--- src/rtl/rob_pkg.sv ---
// rob_pkg: shared sizes and types for the reorder buffer controller
package rob_pkg;
    localparam int ROB_SIZE   = 8;
    localparam int ROB_ADDR_W = $clog2(ROB_SIZE);
    typedef logic [ROB_ADDR_W-1:0] rob_tag_t;
    typedef logic [ROB_ADDR_W:0]   rob_count_t;
endpackage

--- src/rtl/rob_ptr.sv ---
// rob_ptr: wrapping pointer register with increment enable and synchronous clear
module rob_ptr #(
    parameter int W = 3
) (
    input  logic         clk,
    input  logic         rst_n,
    input  logic         clr,
    input  logic         inc,
    output logic [W-1:0] ptr
);
    // Power-of-two depth, so natural overflow gives the wrap
    always_ff @(posedge clk) begin
        if (!rst_n || clr) ptr <= '0;
        else if (inc)      ptr <= ptr + W'(1);
    end
endmodule

--- src/rtl/rob_ctrl.sv ---
// rob_ctrl: head/tail controller for the reorder buffer register file
module rob_ctrl
    import rob_pkg::*;
#(
    parameter int ROBsize  = ROB_SIZE,
    parameter int addrSize = $clog2(ROBsize)
) (
    input  logic                clk_i,
    input  logic                reset_n_i,
    input  logic                alloc_valid_i,
    output logic                alloc_ready_o,
    output logic [addrSize-1:0] alloc_tag_o,
    output logic                decodeWriteEn_o,
    input  logic                complete_valid_i,
    input  logic [addrSize-1:0] complete_tag_i,
    output logic                commit_valid_o,
    input  logic                commit_ready_i,
    output logic [addrSize-1:0] commitReadAddr_o,
    input  logic                flush_i,
    output logic [ROBsize-1:0]  resets_o,
    output logic [addrSize:0]   count_o,
    output logic                empty_o
);
    logic [ROBsize-1:0] valid, done;
    logic               pop;

    rob_ptr #(.W(addrSize)) u_head (
        .clk(clk_i), .rst_n(reset_n_i), .clr(flush_i), .inc(pop), .ptr(commitReadAddr_o)
    );
    rob_ptr #(.W(addrSize)) u_tail (
        .clk(clk_i), .rst_n(reset_n_i), .clr(flush_i), .inc(decodeWriteEn_o), .ptr(alloc_tag_o)
    );

    // Handshakes and register-file controls; no room is created by a same-cycle pop
    always_comb begin
        alloc_ready_o   = count_o != (addrSize+1)'(ROBsize);
        decodeWriteEn_o = alloc_valid_i & alloc_ready_o & ~flush_i;
        commit_valid_o  = valid[commitReadAddr_o] & done[commitReadAddr_o];
        pop             = commit_valid_o & commit_ready_i & ~flush_i;
        empty_o         = count_o == '0;
        resets_o        = (!reset_n_i || flush_i) ? '1 :
                          pop ? (ROBsize'(1) << commitReadAddr_o) : '0;
    end

    // Entry state: completion first, so a pop of the same entry or a fresh allocation overrides it
    always_ff @(posedge clk_i) begin
        if (!reset_n_i || flush_i) begin
            valid   <= '0;
            done    <= '0;
            count_o <= '0;
        end else begin
            if (complete_valid_i && valid[complete_tag_i]) done[complete_tag_i] <= 1'b1;
            if (pop) begin
                valid[commitReadAddr_o] <= 1'b0;
                done[commitReadAddr_o]  <= 1'b0;
            end
            if (decodeWriteEn_o) begin
                valid[alloc_tag_o] <= 1'b1;
                done[alloc_tag_o]  <= 1'b0;
            end
            count_o <= count_o + (addrSize+1)'(decodeWriteEn_o) - (addrSize+1)'(pop);
        end
    end
endmodule
--- config.mk ---
export PLATFORM = sky130hd
export DESIGN_NAME = rob_ctrl
export DESIGN_NICKNAME = d
export VERILOG_FILES = /design/src/rtl/rob_pkg.sv /design/src/rtl/rob_ptr.sv /design/src/rtl/rob_ctrl.sv
export SDC_FILE = /design/constraint.sdc
export NUM_CORES = 1
export LEC_CHECK = 0
export BUFFER_PORTS_ARGS = -buffer_cell sky130_fd_sc_hd__buf_4
export CAP_MARGIN = 20
export CORE_ASPECT_RATIO = 0.5
export CORE_MARGIN = 1
export CORE_UTILIZATION = 59
export CTS_CLUSTER_SIZE = 20
export DETAILED_ROUTE_END_ITERATION = 10
export GPL_TIMING_DRIVEN = 0
export HOLD_SLACK_MARGIN = 0.05
export PLACE_DENSITY = 0.84
export SYNTH_ARGS = -nofsm -noshare
export SYNTH_HDL_FRONTEND = slang
export SYNTH_SLANG_ARGS = --single-unit
export TNS_END_PERCENT = 5
--- constraint.sdc ---
create_clock -name clk_i -period 6.75 [get_ports clk_i]
set_input_delay 1.35 -clock clk_i [delete_from_list [all_inputs] [get_ports clk_i]]
set_output_delay 1.35 -clock clk_i [all_outputs]
set_load 0.01 [all_outputs]
### After elaboration in Yosys (flattened, before gate mapping)

Cells that the tools add are included.

| word-level totals | value |
|---|---|
| input port bits | 9 |
| logic and storage cells | 59 |
| bits in registers | 26 |
| output and inout bits | 22 |

| cells by class | value |
|---|---|
| order comparisons | 6 |
| reductions and logical operators | 7 |
| bitwise gates (word level) | 13 |
| muxes and demuxes | 22 |
| $add $sub $neg | 4 |
| eq/ne operators | 1 |
| shift-type cells | 1 |

Operators with widths:

| kind | count |
|---|---|
| $mux 8 | 10 |
| $and 8x8->8 | 3 |
| $not 8->8 | 2 |
| $or 8x8->8 | 2 |
| $lt 3x4->1 const B | 3 |
| $bmux 1 s3 | 3 |
| $demux 1 s3 | 3 |
| $ge 3x1->1 const B | 3 |
| $shl 1x3->8 const A | 1 |
| $add 3x1->3 const B | 2 |
| $mux 1 | 6 |
| $and 1x1->1 | 5 |
| $add 4x1->4 | 1 |
| $logic_and 1x1->1 | 4 |
| $logic_not 4->1 | 1 |
| $ne 4x4->1 const B | 1 |
| $sub 4x1->4 | 1 |
| $logic_not 1->1 | 1 |
| $logic_or 1x1->1 | 1 |
| $not 1->1 | 1 |

### Depth between registers and ports, before layout

| logic depth | value |
|---|---|
| depth after elaboration | 12 |
| depth in mapped cells | 12 |
| gate-level depth less buffers | 9 |

### Cells and area by module

A second synthesis with hierarchy kept.

| second synthesis, totals | value |
|---|---|
| cell total of the unflattened synthesis | 173 |
| area, all modules | 1,502.7 µm² |

By module, submodules not included:

| module | cells an instance | area an instance (µm²) | instances | sequential area each (µm²) |
|---|---|---|---|---|
| rob_ctrl | 149 | 1,247.4 | 1 | 400.4 |
| rob_ptr | 12 | 127.6 | 2 | 60.1 |

### Worst setup path before layout

Ideal clock, no wire load.

| timing | value |
|---|---|
| path type | input port to output port |
| start point | input port flush_i |
| end point | output port resets_o[0] |
| slack | 3,236 ps |
| cell stages on the path | 4 |
| required time | 5,400 ps |
| buffers on the path | 2 |
| arrival time | 2,164 ps |
| path through | nand2b_1 -> clkbuf_1 -> clkbuf_1 -> a21o_1 |

| between the ends | value |
|---|---|
| word-level cells in the longest chain between the ends | 4 |

Ends and longest elaborated chain:

| what | line | text |
|---|---|---|
| start: declaration | rob_ctrl.sv:19 | `input logic flush_i,` |
| $not 1->1 | rob_ctrl.sv:39 | `pop = commit_valid_o & commit_ready_i & ~flush_i;` |
| $and 1x1->1 | rob_ctrl.sv:39 |  |
| $mux 8 | rob_ctrl.sv:42 | `pop ? (ROBsize'(1) << commitReadAddr_o) : '0;` |
| $mux 8 (*) | rob_ctrl.sv:41 | `resets_o = (!reset_n_i \|\| flush_i) ? '1 :` |
| end: declaration | rob_ctrl.sv:20 | `output logic [ROBsize-1:0] resets_o,` |

Every way passes the cells marked *; elsewhere a longest branch is shown, timed or not.

### Final worst setup path

Ends and elaborated chain as after synthesis.

==> impl_results.md <==
* Comb pwr share at 0.113
* Post-DP HPWL at 3.057 mm
* GR Util All Layers at 0.2929
* Setup TNS at 0 ps
* Wire per inst at roughly 16 um
* Clk slew on worst S/H paths at around 90 ps
* CP startpoint: flush_i
* Starting density of the core at 0.6296
* Clock period minus worst slack at approximately 4000 ps
* Dpl cells at approximately 250
* Commonest cells in the netlist: dfxtp_1, nand2_1, ha_1, nor2_1, inv_1
* Startpoint type of the worst setup path: input pin
* Crit Reg-Reg Endpoint: count_o[2]$_SDFF_PP0_
* Mapped Area at 1659 um2
* Least-Margin Pin Slew at 531.9 ps
* Worst Hold Class: register to register
* Core area at about 2600 um2
* Total number of vias at between 1500 and 2000
* Pint at ~0.21 mW
* Sw Share at 0.2480
* Insertion delay to the later sink of the worst-skew pair at between 200 and 300 ps
* Final hold violation count at 0
* Final setup vio count at 0
* Vias in the first global route at ~1300
* Worst r2r src: u_head.ptr[0]$_SDFFE_PP0P_
* Number of detailed-route iterations in the first pass at 5
* Port Buffers at 30
* Synth Area per Inst at 8.872 um2
* Vias per cell at 5.883
* WHS Endpoint: valid[2]$_SDFF_PP0_
* Max-slew violation count at 0
* Cell Chain, Critical Path: buf_4 > nand2b_1 > clkbuf_1 > clkbuf_1 > a21o_1 > buf_4
* Busiest grt layer: met2
* Dpl cell area at slightly below 2000 um2
* Clk buf depth at 2
* Critical-path maximum fanout at 10
* Synth Instances at about 190
* Arrival time at the worst endpoint at around 2600 ps
* Sequential share of the synthesized area at 0.3137
* Final Cycle Share at 0.5811
* Met2 Use GR at 0.4754
* Leading post-synthesis cells by cell area: dfxtp_1, ha_1, a31oi_1, nand2_1, a21o_1
* Power share of the clock group at 0.326
* Top cell type's share of synthesized area at 0.3137
* Reg-to-reg setup timing slack at approximately 3900 ps
* CP max-delay cell: clkbuf_1
* Status: completed
* GR Overflow Total at 0
* Clk sinks at 26
* Crit end category: primary output
* Filler Cells Inserted at about 210
* Iter 0 DRT Violations at 112
* Die H at slightly below 40 um
* Required @ worst endpoint at 5400 ps
* Post-CTS Resized at 0
* Max Cap Viol at 0
* Syn Nets at 209
* Area Overhead vs Synth at 18.85%
* Max VDD drop at ~0.11 mV
* # diodes at 0
* Net switching power at roughly 0.069 mW
* Post-Route WL at roughly 4.1 mm
* Asr flop ratio synth at 0
* Hold Crit Start: valid[2]$_SDFF_PP0_
* Worst path max stage delay at between 400 and 500 ps
* Routed Antenna Nets at 0
* Met3 GRT Util at 0.06279
* Post-Layout Cell Count at ~260
* Die Wd at ~77 um
* Final GP Congestion at 0.8985
* Clock tree from TritonCTS: yes
* H-tree levels at 1
* R2R cell count at 11
* Number of flops mapped to enable cells by yosys at 0
* Post-route cell area at 1972 um2
* Pin count of the biggest net entering global routing at 14
* Hold Path Cell Cnt at 1
* #FFs+latches synth at 26
* Max_slew headroom at 0.6447
* Fmax achieved at about 0.25 GHz
* Pwr/cell area at around 140 nW/um2
* Leakage at roughly 0.84 nW
* DRC at 0
* Die area at about 3000 um2
* Most common cell in the netlist: dfxtp_1
* Met1 GRT Util at 0.4036
* CP Class: input pin to primary output
* Yosys top cell by area: dfxtp_1
* Unrepaired setup endpoints after global routing: no
* Sequential share of power at 0.561
* Worst clock skew at approximately 6.0 ps
* IO Pins at 31
* Row count at 13
* Initial antenna violation count at 0
* # hold bufs at CTS at 0
* Root Buffer: clkbuf_8
* Post-CTS Setup Bufs at 0
* Layout Nets at 244
* First-pass GRT wire length at 6.417 mm
* Synth unique cells at between 40 and 50
* Total CTS buffers at 3
* Synth Flop Type: dfxtp_1
* Layout cell share with drive strength beyond 1 at 0.2045
* Synth warn at 0
==> per-stage QoR <==
step	power, mW	util	hold WS, ps	setup slack, ps
after floorplan	0.1745	-	442.1	3236
final	0.2772	0.7483	499.5	2828
after detailed placement	0.1900	0.7327	483.5	2842
after CTS	0.2752	0.7483	500.0	2828
after global placement	0.1894	0.7327	480.9	2864
after global routing	0.2846	0.7483	508.2	2728
==> layout by cell type (no fill, tap or decap), types with 5 or more instances in the layout <==
cell type,count
buf_4,30
dfxtp_1,26
nand2_1,16
nor2_1,12
ha_1,12
inv_1,11
a31oi_1,10
nor2b_1,7
a21o_1,7
nand2b_1,5
and2_1,5
clkbuf_1,5
nor3_1,5
a21oi_1,5
==> per-layer routing <==
| metal | vias up | wire [um] |
|---|---|---|
| met3 | 2 | 344 |
| met4 | 0 | 14 |
| met2 | 63 | 1753 |
| met5 | - | 0 |
| li1 | 745 | - |
| met1 | 702 | 1975 |
==> how the worst max path moves through the flow <==
stage / endpoint / slack [ps] / depth (start not counted)
4_1_cts: resets_o[0] / 2830 / 6
6_report: resets_o[0] / 2830 / 6
3_3_place_gp: resets_o[4] / 2860 / 6
5_1_grt: resets_o[4] / 2730 / 6
3_5_place_dp: resets_o[0] / 2840 / 6
2_1_floorplan: resets_o[0] / 3240 / 4
==> final cells by class <==
type / instances / area, um2 / share of cell area
tap: 37 / 46.29 / 0.02348
sequential: 26 / 520.5 / 0.2640
buffer: 11 / 60.06 / 0.03046
clock buffer: 3 / 41.29 / 0.02094
multi-input combinational: 138 / 1033 / 0.5241
inverter: 12 / 45.04 / 0.02284
timing repair buffer: 30 / 225.2 / 0.1142
==> critical path: cells and delay by family <==
| kind | cells | cell delay, ps |
|---|---|---|
| AND/OR/NAND/NOR | 1 | 90 |
| buffers and inverters | 4 | 980 |
| AO/OA/AOI/OAI | 1 | 140 |
==> state kept, by name, indices dropped and copies added, names as in the netlist <==
name and flops:
done 8, valid 8, count_o 4, u_head.ptr 3, u_tail.ptr 3
==> power groups by stage <==
stage | sequential [mW] | clock (mW) | combinational, mW
CTS | 0.156 | 0.0886 | 0.0310
global route | 0.156 | 0.0946 | 0.0342
global placement | 0.159 | 0 | 0.0303
floorplan | 0.159 | 0 | 0.0155
finish | 0.156 | 0.0904 | 0.0312
detailed placement | 0.159 | 0 | 0.0309
==> logic make-up after synthesis <==
group / synth area share
compound gates: 0.2082
buf+inv: 0.06334
fa+ha+maj: 0.1026
flops: 0.3137
mux: 0.07617
xor+xnor: 0.02640
simple gates: 0.2097
Power figures use the tool's default switching activity.
